## src/rtl/spi_shift_engine.sv

```systemverilog
// spi_shift_engine: SPI mode-0 master serializer, MSB first.
// One W_DATA-bit word per valid/ready handshake; the received word is returned
// with a single-cycle rx_valid pulse when the engine drops back to IDLE.
// Optional build macro SPI_SHIFT_LOOPBACK_EN: sample spi_mosi instead of spi_miso.
module spi_shift_engine #(
    parameter int W_DATA  = 32,
    parameter int CLK_DIV = 4
) (
    input  logic              clk,
    input  logic              rst,
    input  logic [W_DATA-1:0] tx_data,
    input  logic              tx_valid,
    output logic              tx_ready,
    output logic [W_DATA-1:0] rx_data,
    output logic              rx_valid,
    output logic              spi_sclk,
    output logic              spi_cs_n,
    output logic              spi_mosi,
    input  logic              spi_miso
);

    localparam int CW = (CLK_DIV > 1) ? $clog2(CLK_DIV) : 1;
    localparam int BW = (W_DATA > 1) ? $clog2(W_DATA) : 1;

    if (CLK_DIV < 1) begin : g_bad_clk_div
        $error("spi_shift_engine: CLK_DIV must be >= 1");
    end

    typedef enum logic [1:0] {IDLE, LEAD, SHIFT, TRAIL} state_t;

    state_t            state_q, state_d;
    logic [CW-1:0]     hcnt_q, hcnt_d;
    logic [BW-1:0]     bcnt_q, bcnt_d;
    logic [W_DATA-1:0] tx_shift, tx_shift_d;
    logic [W_DATA-1:0] rx_shift, rx_shift_d;
    logic [W_DATA-1:0] rx_data_d;
    logic              sclk_d, cs_n_d, mosi_d, tx_ready_d, rx_valid_d;
    logic              half_done;
    logic              miso_s;

`ifdef SPI_SHIFT_LOOPBACK_EN
    // Self-test: the transmitted bit stream is looped straight back.
    assign miso_s = spi_mosi;
`else
    assign miso_s = spi_miso;
`endif

    assign half_done = (hcnt_q == CW'(CLK_DIV - 1));

    // Next-state and next-output logic; every output is the registered copy of these.
    always_comb begin
        state_d    = state_q;
        hcnt_d     = hcnt_q;
        bcnt_d     = bcnt_q;
        tx_shift_d = tx_shift;
        rx_shift_d = rx_shift;
        rx_data_d  = rx_data;
        sclk_d     = spi_sclk;
        cs_n_d     = spi_cs_n;
        mosi_d     = spi_mosi;
        tx_ready_d = tx_ready;
        rx_valid_d = 1'b0;
        case (state_q)
            IDLE: begin
                if (tx_valid && tx_ready) begin
                    state_d    = LEAD;
                    hcnt_d     = '0;
                    bcnt_d     = '0;
                    tx_shift_d = tx_data;
                    cs_n_d     = 1'b0;
                    mosi_d     = tx_data[W_DATA-1];
                    tx_ready_d = 1'b0;
                end
            end
            LEAD: begin
                // CS asserted with first MSB on the wire, SCLK still low.
                if (half_done) begin
                    state_d = SHIFT;
                    hcnt_d  = '0;
                end else begin
                    hcnt_d = hcnt_q + 1'b1;
                end
            end
            SHIFT: begin
                if (!half_done) begin
                    hcnt_d = hcnt_q + 1'b1;
                end else if (!spi_sclk) begin
                    // Rising edge: capture MISO, MSB-first assembly.
                    hcnt_d     = '0;
                    sclk_d     = 1'b1;
                    rx_shift_d = (rx_shift << 1) | W_DATA'(miso_s);
                end else if (bcnt_q == BW'(W_DATA - 1)) begin
                    // Final fall after the last bit: no MOSI shift, go to TRAIL.
                    state_d = TRAIL;
                    hcnt_d  = '0;
                    bcnt_d  = '0;
                    sclk_d  = 1'b0;
                end else begin
                    // Falling edge: present the next bit.
                    hcnt_d     = '0;
                    bcnt_d     = bcnt_q + 1'b1;
                    sclk_d     = 1'b0;
                    tx_shift_d = tx_shift << 1;
                    mosi_d     = tx_shift_d[W_DATA-1];
                end
            end
            TRAIL: begin
                // CS hold after the last fall, then deliver the word.
                if (half_done) begin
                    state_d    = IDLE;
                    hcnt_d     = '0;
                    cs_n_d     = 1'b1;
                    mosi_d     = 1'b0;
                    rx_data_d  = rx_shift;
                    rx_valid_d = 1'b1;
                    tx_ready_d = 1'b1;
                end else begin
                    hcnt_d = hcnt_q + 1'b1;
                end
            end
            default: state_d = IDLE;
        endcase
    end

    // State, counters, shifters and registered pin outputs.
    always_ff @(posedge clk or posedge rst) begin
        if (rst) begin
            state_q  <= IDLE;
            hcnt_q   <= '0;
            bcnt_q   <= '0;
            tx_shift <= '0;
            rx_shift <= '0;
            rx_data  <= '0;
            spi_sclk <= 1'b0;
            spi_cs_n <= 1'b1;
            spi_mosi <= 1'b0;
            tx_ready <= 1'b1;
            rx_valid <= 1'b0;
        end else begin
            state_q  <= state_d;
            hcnt_q   <= hcnt_d;
            bcnt_q   <= bcnt_d;
            tx_shift <= tx_shift_d;
            rx_shift <= rx_shift_d;
            rx_data  <= rx_data_d;
            spi_sclk <= sclk_d;
            spi_cs_n <= cs_n_d;
            spi_mosi <= mosi_d;
            tx_ready <= tx_ready_d;
            rx_valid <= rx_valid_d;
        end
    end

endmodule

```

## config.mk

```make
export PLATFORM = sky130hd
export DESIGN_NAME = spi_shift_engine
export DESIGN_NICKNAME = d
export VERILOG_FILES = /design/src/rtl/spi_shift_engine.sv
export SDC_FILE = /design/constraint.sdc
export NUM_CORES = 1
export LEC_CHECK = 0
export ABC_CLOCK_PERIOD_IN_PS = 4400
export BUFFER_PORTS_ARGS = -buffer_cell sky130_fd_sc_hd__buf_2
export CAP_MARGIN = 20
export CORE_MARGIN = 1.5
export CORE_UTILIZATION = 58
export CTS_BUF_LIST = sky130_fd_sc_hd__clkbuf_2
export DETAILED_ROUTE_END_ITERATION = 10
export MAX_ROUTING_LAYER = met4
export PLACE_DENSITY = 0.82
export SKIP_LAST_GASP = 1
export SLEW_MARGIN = 0
export SYNTH_ARGS = -nofsm -noshare
export SYNTH_HDL_FRONTEND = slang
export SYNTH_SLANG_ARGS = --single-unit
```

## constraint.sdc

```tcl
create_clock -name clk -period 4.4 [get_ports clk]
set_clock_uncertainty 0.1 [all_clocks]
set_input_delay 0.88 -clock clk [delete_from_list [all_inputs] [get_ports clk]]
set_output_delay 0.88 -clock clk [all_outputs]
set_load 0.005 [all_outputs]
```

==> flow_summary_export.csv, run 1 <==
group,metric,value,unit
worst_setup_path,cp-start-kind,"flip-flop",
yosys,syn-num-nets,386,
yosys,synth_seq_area_share,59.58,%
yosys,synth_area_leaders,"dfrtp_1 59%, mux2_2 16%, mux2i_1 6.8%",
timing,period_share,57.48,%
timing,tns,0,ns
die,core,0.007647,sq mm
die,die_w,91.46,um
layout,fin_util,66.69,%
yosys,syn-cell-area,0.004538,sq mm
yosys,synth_xor_area_share,0.1930,%
worst_setup_path,r2r_cells,5,
die,die_area,0.008364,sq mm
grt,grt_antenna_before_repair,0,
worst_setup_path,critPathKind,"reg2reg",
layout,nFillCells,579,
worst_setup_path,cp_top_family,"compound AO/OA/AOI/OAI gates",
place,hpwl,5372,um
routing,wl,7728,um
worst_setup_path,worstPathCellList,"inv_1 -> ha_2 -> buf_4 -> o21ai_0 -> a221o_1",
layout,n_antenna_cell,0,
yosys,synth_mux_area_share,22.97,%
yosys,synthCells,341,
routing,vias,2802,
grt,grt_pass1_wl,13120,um
grt,grt_usage,20.51,%
worst_setup_path,cp_slowest_cell,"ha_2",
timing,finalSetupViolCount,0,
worst_hold_path,min_path_type,"in2async",
yosys,synth_cell_type_count,36,
yosys,synth_top_family_by_area,"multiplexers",
yosys,yosys.area_share.simple,5.128,%
routing,first_pass_iters,4,
timing,fmax,395.4,MHz
layout,nNetsFinal,456,
timing,rsz0062_at_grt,"false",
clocking,cts_resized,0,
timing,slew_violations,0,
routing,drt-vias-per-instance,5.420,
yosys,yosys_warnings,0,
worst_setup_path,crit_buf_inv,2,
pwr,power_density,294.3,mW/mm^2
routing,route.detailed.drc,0,
clocking,cts_tree,"yes",
timing,fin_crit,2.529,ns
routing,postRouteAntennaNets,0,
timing,tightestPinTransition,0.7644,ns
timing,slew-limit-headroom,49.04,%
clocking,cts-root-buf,"clkbuf_2",
timing,finalHoldViolCount,0,
yosys,synth_fa_ha_area_share,2.481,%
yosys,postSynthAreaPerCell,13.31,sq um
clocking,cts.htree.levels,3,
worst_setup_path,worst_ep_arrival_time,2.92,ns
die,ioPinCount,73,
grt,grt.overflow.total,0,
place,place.gp.congestion,0.7212,
yosys,synth_seq_cells,108,
clocking,post_cts_buffers,0,
job,maxCapViolations,0,
grt,grt_pass1_vias,2832,
routing,drtIter0Drc,85,
worst_setup_path,cp.required,4.79,ns
die,std_cell_rows,32,
clocking,clock-sinks,108,
die,die_h,91.46,um
pwr,irDropWorstVdd,0.1647,mV
pwr,power_leakage,2.824,nW
grt,grt_max_degree,62,
die,start_util,59.34,%
layout,drive_gt1_share,39.76,%
routing,wl_per_cell,14.95,um
clocking,clkTransAtPathRegs,0.31,ns
worst_setup_path,rrSetupSlack,1.87,ns
worst_setup_path,worstSetupEndpointType,"flip-flop",
yosys,synth.top_cell.area_share,59.00,%
worst_setup_path,rr_startpoint,"state_q[0]",
yosys,synth-compound-area-share,7.003,%
status,status,"completed",
worst_setup_path,worstPathMaxFanout,25,
worst_setup_path,regToRegEndpoint,"bcnt_q[2]",
clocking,clk_latency,0.55,ns
layout,areaGrowthSynthToFinish,12.38,%
place,io_buffers,72,
clocking,hold_buffers,0,
clocking,max-clock-path-buffers,2,
worst_setup_path,max_stage_delay,0.53,ns
yosys,yosysTopAreaCell,"dfrtp_1",
clocking,cts_buffers,9,
[report_power, final]
part	switching [mW]	internal (mW)
Combinational	0.0338	0.0253
Sequential	0.00866	1.01
Clock	0.337	0.0848
Total	0.380	1.12
[through the flow]
stage	area, sq um	power [mW]	hold slack, ns	std cells	setup slack, ns
CTS	5072	1.512	0.1200	516	1.860
finish	5100	1.501	0.1365	517	1.871
detailed placement	4971	1.096	0.3860	501	1.875
global route	5100	1.554	0.1342	517	1.668
floorplan	4538	1.067	0.3538	341	0.5761
global placement	4971	1.093	0.3713	501	1.977
[worst register-to-register path, cell delays in order (launching register included)]
cell	delay, ns
dfrtp_1	0.49
inv_1	0.14
ha_2	0.53
buf_4	0.45
o21ai_0	0.34
a221o_1	0.43
[logic make-up after synthesis]
kind of cell | after synthesis
AO/OA/AOI/OAI | 49
XOR/XNOR | 1
adder cells (fa/ha/maj) | 9
buffers and inverters | 26
flip-flops | 108
multiplexers | 96
AND/OR/NAND/NOR | 52
[routing by layer]
metal	global-route usage (%)	part of all wire, %	vias to the layer above
li1	-	-	1340
met1	25.03	44	1382
met2	33.77	50	68
met3	4.271	4.6	12
met4	7.682	1.4	0
met5	-	0	-
[how the worst max path moves through the flow]
| stage | from | cells after the start | end | slack [ns] |
|---|---|---|---|---|
| final | state_q[0] | 5 | bcnt_q[2] | 1.87 |
| after global routing | state_q[0] | 7 | tx_shift[7] | 1.67 |
| after CTS | state_q[0] | 7 | tx_shift[7] | 1.86 |
| after detailed placement | state_q[0] | 5 | bcnt_q[2] | 1.88 |
| after global placement | state_q[0] | 5 | rx_shift[29] | 1.98 |
| after floorplan | rst | 1 | bcnt_q[0] | 0.58 |
[registers in the layout, indices dropped and copies added (netlist names)]
register  count
bcnt_q        5
spi_cs_n      1
rx_valid      1
tx_shift     31
spi_sclk      1
spi_mosi      1
rx_shift     32
state_q       2
hcnt_q        2
rx_data      32
[area by class of cell]
| class | instances | area, sq um | share of cell area [%] |
|---|---|---|---|
| clock buffers | 9 | 45.04 | 0.8832 |
| inverters | 8 | 32.53 | 0.6379 |
| clock inverters | 6 | 56.30 | 1.104 |
| flip-flops and latches | 108 | 2704 | 53.02 |
| repair buffers | 77 | 417.9 | 8.194 |
| well taps | 102 | 127.6 | 2.502 |
| multi-input cells | 207 | 1717 | 33.66 |
[cell usage after synthesis]
library cell,count
a21boi_2,2
o21ai_0,5
nor4_1,1
o32ai_1,1
a21o_1,1
inv_2,1
nor3_1,2
nor2b_1,2
and3_1,2
nand2_1,3
dfrtp_1,107
a22o_1,1
and4b_1,1
a2111oi_4,1
buf_4,2
mux2_2,64
nand2b_1,2
inv_1,7
or2_2,1
ha_1,9
xnor2_1,1
buf_1,1
mux2_1,1
a22oi_1,1
a221o_1,2
clkbuf_1,3
buf_2,12
a31oi_1,1
a21oi_1,31
a32o_1,2
nor2_4,1
a221oi_1,1
dfstp_2,1
mux2i_1,31
nor2_1,36
nand3_1,1
[cells in the final DEF (no fill, tap or decap), types with 4 or more instances in the layout]
cell	n
inv_1	6
ha_1	8
o21ai_0	5
buf_2	72
buf_4	4
dfrtp_1	107
clkbuf_2	9
nor2_1	36
mux2i_1	31
a21oi_1	31
mux2_2	64
Power figures use the tool's default switching activity.
==> run 2: changes to the inputs <==
--- a/config.mk
+++ b/config.mk
@@ -5,15 +5,16 @@
 export SDC_FILE = /design/constraint.sdc
 export NUM_CORES = 1
 export LEC_CHECK = 0
-export ABC_CLOCK_PERIOD_IN_PS = 4400
+export ABC_AREA = 1
+export ABC_CLOCK_PERIOD_IN_PS = 2070
 export BUFFER_PORTS_ARGS = -buffer_cell sky130_fd_sc_hd__buf_2
 export CAP_MARGIN = 20
 export CORE_MARGIN = 1.5
-export CORE_UTILIZATION = 58
+export CORE_UTILIZATION = 53
 export CTS_BUF_LIST = sky130_fd_sc_hd__clkbuf_2
 export DETAILED_ROUTE_END_ITERATION = 10
 export MAX_ROUTING_LAYER = met4
-export PLACE_DENSITY = 0.82
+export PLACE_DENSITY = 0.78
 export SKIP_LAST_GASP = 1
 export SLEW_MARGIN = 0
 export SYNTH_ARGS = -nofsm -noshare
==> constraint.sdc (replaced) <==
create_clock -name clk -period 2.07 [get_ports clk]
set_clock_uncertainty 0.1 [all_clocks]
set_input_delay 0.414 -clock clk [delete_from_list [all_inputs] [get_ports clk]]
set_output_delay 0.414 -clock clk [all_outputs]
set_load 0.005 [all_outputs]
==> flow_summary_export.csv, run 2 <==
group,metric,value,unit
yosys,synthTopCellsByCount,"251 x nand2_1, 107 x dfrtp_1, 59 x o21ai_0, 45 x inv_1, 39 x nand3_1",
grt,grt_antenna_before_repair,0,
grt,grt.overflow.total,0,
yosys,yosysTopAreaCell,"dfrtp_1",
worst_setup_path,worstPathMaxFanout,30,
clocking,cts-root-buf,"clkbuf_2",
routing,drtIter0Drc,196,
grt,grt_pass1_wl,16060,um
layout,nNetsFinal,684,
yosys,synth_cell_type_count,20,
worst_setup_path,worst_ep_arrival_time,2.30,ns
worst_setup_path,crit_top_cell,"nand2_1",
yosys,synth_mux_area_share,0,%
clocking,clock-sinks,108,
yosys,synth-edff-count,0,
place,place_inst,729,
pwr,power_density,594.7,mW/mm^2
worst_hold_path,min_path_type,"in2reg",
timing,slew-limit-headroom,70.65,%
yosys,synth.top_cell.area_share,56.61,%
timing,rsz0062_at_grt,"false",
routing,wl_per_cell,12.02,um
worst_setup_path,worstPathCellList,"ha_1 -> nand2_1 -> nor2_1 -> ha_1 -> nand2_1 -> buf_4 -> nand3_1 -> nand2_1",
yosys,synth_fa_ha_area_share,2.381,%
yosys,synth-compound-area-share,7.513,%
yosys,ys.flop_type,"dfrtp_1",
layout,layout_common_cells,"249 x nand2_1, 107 x dfrtp_1, 72 x buf_2",
timing,holdWs,0.04323,ns
clocking,cts.htree.levels,3,
grt,grt_usage,20.92,%
clocking,clk_latency,0.57,ns
yosys,async_flop_share,100.0,%
yosys,synth_seq_cells,108,
timing,period_share,91.43,%
die,std_cell_rows,34,
pwr,p_total,3.213,mW
clocking,cts_buffers,9,
place,io_buffers,72,
pwr,irDropWorstVdd,0.4098,mV
timing,fin_ws,0.1774,ns
worst_setup_path,rrSetupSlack,0.18,ns
yosys,postSynthAreaPerCell,8.297,sq um
die,ioPinCount,73,
worst_hold_path,min_path_cells,5,
layout,areaGrowthSynthToFinish,14.23,%
worst_hold_path,hold_end,"tx_shift[14]",
layout,mostFrequentLayoutCell,"nand2_1",
grt,grt_pass1_vias,3658,
yosys,synth_seq_area_share,57.17,%
timing,fmax,528.4,MHz
routing,postRouteAntennaNets,0,
place,place_ws,0.1147,ns
timing,finalHoldViolCount,0,
timing,fin_crit,1.893,ns
die,start_util,54.50,%
layout,n_antenna_cell,0,
clocking,cts_tree,"yes",
timing,slew_violations,0,
routing,first_pass_iters,4,
layout,reg_top3,"rx_data (32), rx_shift (32), tx_shift (31)",
clocking,max-clock-path-buffers,2,
worst_setup_path,cp_slowest_cell,"dfrtp_1",
die,die_w,97.47,um
yosys,syn-cell-area,0.004730,sq mm
worst_setup_path,rr_startpoint,"bcnt_q[1]",
yosys,synth_area_leaders,"dfrtp_1 57%, nand2_1 20%, o21ai_0 6.2%",
worst_setup_path,critPathKind,"reg2reg",
routing,wl,9039,um
worst_hold_path,hold_path_startpoint,"tx_data[14]",
place,place.gp.congestion,0.8402,
yosys,syn-num-nets,615,
routing,route.detailed.drc,0,
die,die_area,0.009499,sq mm
place,hpwl,5956,um
pwr,power_leakage,2.963,nW
layout,drive_gt1_share,16.30,%
yosys,synthCells,570,
worst_setup_path,worstSetupEndpointType,"flip-flop",
worst_setup_path,cp.required,2.47,ns
layout,nFillCells,774,
timing,tightestPinTransition,0.4393,ns
yosys,post-synth-top-count-cell,"nand2_1",
worst_setup_path,cp-start-kind,"flip-flop",
grt,grt_max_degree,66,
job,maxCapViolations,0,
worst_setup_path,r2r_cells,8,
layout,layoutNonFillerInstCount,752,
die,core,0.008678,sq mm
yosys,yosys.area_share.simple,25.95,%
status,status,"completed",
worst_setup_path,regToRegEndpoint,"tx_shift[7]",
timing,tns,0,ns
timing,finalSetupViolCount,0,
routing,vias,3731,
yosys,synth_xor_area_share,0,%
yosys,synth_top_family_by_area,"simple AND/OR/NAND/NOR gates",
routing,drt-vias-per-instance,4.961,
worst_setup_path,max_stage_delay,0.48,ns
clocking,clkTransAtPathRegs,0.29,ns
yosys,yosys_warnings,0,
die,die_h,97.47,um
## run 2: worst max-delay path, delay by kind of cell, from the launching register on
| family | cells | cell delay, ns |
|---|---|---|
| simple gates | 5 | 0.50 |
| flops | 1 | 0.48 |
| fa+ha+maj | 2 | 0.42 |
| buf+inv | 1 | 0.34 |
## run 2: metrics by stage
step                utilization [%]  area, sq um
global route                  62.25         5403
floorplan                         -         4733
global placement              59.93         5201
finish                        62.25         5403
detailed placement            59.93         5201
CTS                           61.65         5350
## run 2: layout make-up
class	count	area, sq um	area share [%]
flip-flops and latches	108	2704	50.05
multi-input cells	385	1705	31.57
repair buffers	89	563.0	10.42
inverters	46	176.4	3.265
well taps	108	135.1	2.501
clock inverters	7	73.82	1.366
clock buffers	9	45.04	0.8337
## run 2: how the worst max path moves through the flow
stage	from	endpoint	slack, ns	depth (start not counted)
5_1_grt	state_q[0]	tx_shift[7]	0.02	9
3_3_place_gp	state_q[0]	bcnt_q[3]	0.16	9
4_1_cts	state_q[1]	tx_shift[7]	0.07	8
6_report	bcnt_q[1]	tx_shift[7]	0.18	8
3_5_place_dp	state_q[0]	bcnt_q[2]	0.11	9
2_1_floorplan	rst	bcnt_q[0]	0.26	1
## run 2: routing by layer
layer  share of wire [%]  vias to the layer above  wire length (um)  GRT usage [%]
met1                  47                     1739              4223          26.74
met4                 1.5                        0               136          7.582
met5                   0                        -                 0              -
met3                 4.5                       13               410          3.813
met2                  47                       77              4269          33.76
li1                    -                     1902                 -              -
## run 2: cells by family (layout without fill, tap and decap cells)
group           after synthesis  in the layout
buf+inv                      77            151
fa+ha+maj                     9              9
compound gates               71             71
flops                       108            108
simple gates                305            305
## run 2: what timing repair did
item                       4_1_cts  5_1_grt
hold endpoints to repair        26        4
buffers inserted                 0        0
gates resized for setup          0        3
setup endpoints to repair        0       33
hold buffers                     3        4
## run 2: power by group
| group | switching (mW) | leakage, nW | internal, mW |
|---|---|---|---|
| clock | 0.697 | 0.0695 | 0.287 |
| sequential | 0.00345 | 1.47 | 2.12 |
| combinational | 0.0588 | 1.42 | 0.0432 |
==> run 3: changes to the inputs <==
--- a/config.mk
+++ b/config.mk
@@ -15,6 +15,7 @@
 export DETAILED_ROUTE_END_ITERATION = 10
 export MAX_ROUTING_LAYER = met4
 export PLACE_DENSITY = 0.78
+export RECOVER_POWER = 25
 export SKIP_LAST_GASP = 1
 export SLEW_MARGIN = 0
 export SYNTH_ARGS = -nofsm -noshare
==> flow_summary_export.csv, run 3 (synthesized netlist as in run 2, its figures left out) <==
group,metric,value,unit
status,status,"completed",
routing,route.detailed.drc,0,
grt,grt_pass1_vias,3658,
timing,period_share,91.24,%
worst_setup_path,regToRegEndpoint,"tx_shift[26]",
grt,grt_max_degree,66,
worst_setup_path,worst_ep_arrival_time,2.32,ns
worst_setup_path,max_stage_delay,0.47,ns
layout,fin_util,62.05,%
job,maxCapViolations,0,
worst_setup_path,worstPathMaxFanout,33,
layout,nNetsFinal,684,
pwr,irDropWorstVdd,0.4091,mV
worst_hold_path,min_path_type,"in2reg",
timing,finalHoldViolCount,0,
pwr,power_leakage,2.958,nW
timing,fin_crit,1.889,ns
worst_setup_path,cp_slowest_cell,"dfrtp_1",
worst_setup_path,rr_startpoint,"state_q[0]",
layout,drive_gt1_share,16.30,%
die,start_util,54.50,%
routing,drtIter0Drc,197,
die,ioPinCount,73,
timing,finalSetupViolCount,0,
layout,nFillCells,777,
grt,grt.overflow.total,0,
die,die_w,97.47,um
timing,slew-limit-headroom,45.11,%
worst_setup_path,rrSetupSlack,0.18,ns
worst_setup_path,cp-start-kind,"flip-flop",
clocking,max-clock-path-buffers,2,
worst_setup_path,r2r_cells,9,
die,die_h,97.47,um
routing,postRouteAntennaNets,0,
clocking,clock-sinks,108,
routing,wl_per_cell,12.03,um
worst_hold_path,hold_end,"tx_shift[14]",
clocking,cts-root-buf,"clkbuf_2",
place,place_ws,0.1147,ns
clocking,post_cts_buffers,0,
pwr,power_density,595.7,mW/mm^2
routing,wl,9048,um
layout,layout_common_cells,"249 x nand2_1, 107 x dfrtp_1, 72 x buf_2",
grt,grt_usage,20.92,%
worst_hold_path,hold_path_startpoint,"tx_data[14]",
clocking,cts.htree.levels,3,
timing,rsz0062_at_grt,"false",
clocking,clkTransAtPathRegs,0.30,ns
worst_setup_path,cp.required,2.50,ns
timing,tns,0,ns
place,hpwl,5956,um
grt,grt_pass1_wl,16060,um
worst_setup_path,worstSetupEndpointType,"flip-flop",
die,std_cell_rows,34,
die,die_area,0.009499,sq mm
place,place.gp.congestion,0.8402,
worst_hold_path,min_path_cells,5,
timing,fin_ws,0.1814,ns
clocking,clk_latency,0.57,ns
layout,reg_top3,"rx_data (32), rx_shift (32), tx_shift (31)",
worst_setup_path,crit_top_cell,"nand2_1",
routing,vias,3744,
grt,grt_antenna_before_repair,0,
die,core,0.008678,sq mm
clocking,cts_buffers,9,
layout,mostFrequentLayoutCell,"nand2_1",
place,io_buffers,72,
timing,slew_violations,0,
worst_setup_path,critPathKind,"reg2reg",
timing,holdWs,0.04021,ns
layout,n_antenna_cell,0,
routing,first_pass_iters,4,
timing,tightestPinTransition,0.8189,ns
layout,areaGrowthSynthToFinish,13.86,%
worst_setup_path,worstPathCellList,"inv_1 -> ha_1 -> buf_4 -> inv_1 -> buf_4 -> nand2_1 -> nand2_1 -> nand3_1 -> nand2_1",
timing,fmax,529.5,MHz
clocking,cts_tree,"yes",
routing,drt-vias-per-instance,4.979,
[run 3: cell types whose count changed in the layout (fill, tap and decap cells not counted), sizes merged]
cell    change
buf         -1
clkbuf      +1
[run 3: what timing repair did]
item,CTS,global route
endpoints found under the hold margin,26,4
resized for setup,0,3
hold buffers,3,4
setup endpoints to repair,0,33
[run 3: how the worst max path moves through the flow]
| stage | start | cells past startpoint | endpoint | slack (ns) |
|---|---|---|---|---|
| after floorplan | rst | 1 | bcnt_q[0] | 0.26 |
| after global placement | state_q[0] | 9 | bcnt_q[3] | 0.16 |
| after detailed placement | state_q[0] | 9 | bcnt_q[2] | 0.11 |
| after CTS | state_q[1] | 8 | tx_shift[7] | 0.07 |
| after global routing | state_q[0] | 9 | tx_shift[7] | 0.02 |
| final | state_q[0] | 9 | tx_shift[26] | 0.18 |
[run 3: worst max-delay path: cells and delay by family, from the launching register on]
| family | cells | cell delay, ns |
|---|---|---|
| fa+ha+maj | 1 | 0.26 |
| simple gates | 4 | 0.40 |
| buf+inv | 4 | 0.64 |
| flops | 1 | 0.47 |
[run 3: power by group]
group	total, mW	internal (mW)	switching (mW)
Combinational	0.0978	0.0398	0.0580
Sequential	2.13	2.12	0.00347
Clock	0.983	0.287	0.696
[run 3: routing by layer]
metal | global-route usage [%] | up-vias | wire, um
li1 | - | 1903 | -
met1 | 26.74 | 1757 | 4349
met2 | 33.76 | 70 | 4194
met3 | 3.813 | 14 | 357
met4 | 7.582 | 0 | 147
met5 | - | - | 0
[run 3: layout make-up]
cell class / count / area (sq um) / share of cell area [%]
clock buffers: 9 / 45.04 / 0.8364
inverters: 46 / 173.9 / 3.230
flip-flops and latches: 108 / 2704 / 50.21
clock inverters: 7 / 73.82 / 1.371
repair buffers: 89 / 548.0 / 10.18
well taps: 108 / 135.1 / 2.509
multi-input cells: 385 / 1705 / 31.67
[run 3: per-stage QoR]
stage,std cells,power (mW),cell area [sq um]
2_1_floorplan,570,2.199,4733
3_3_place_gp,729,2.253,5201
3_5_place_dp,729,2.255,5201
4_1_cts,748,3.251,5350
5_1_grt,752,3.338,5385
6_report,752,3.208,5385
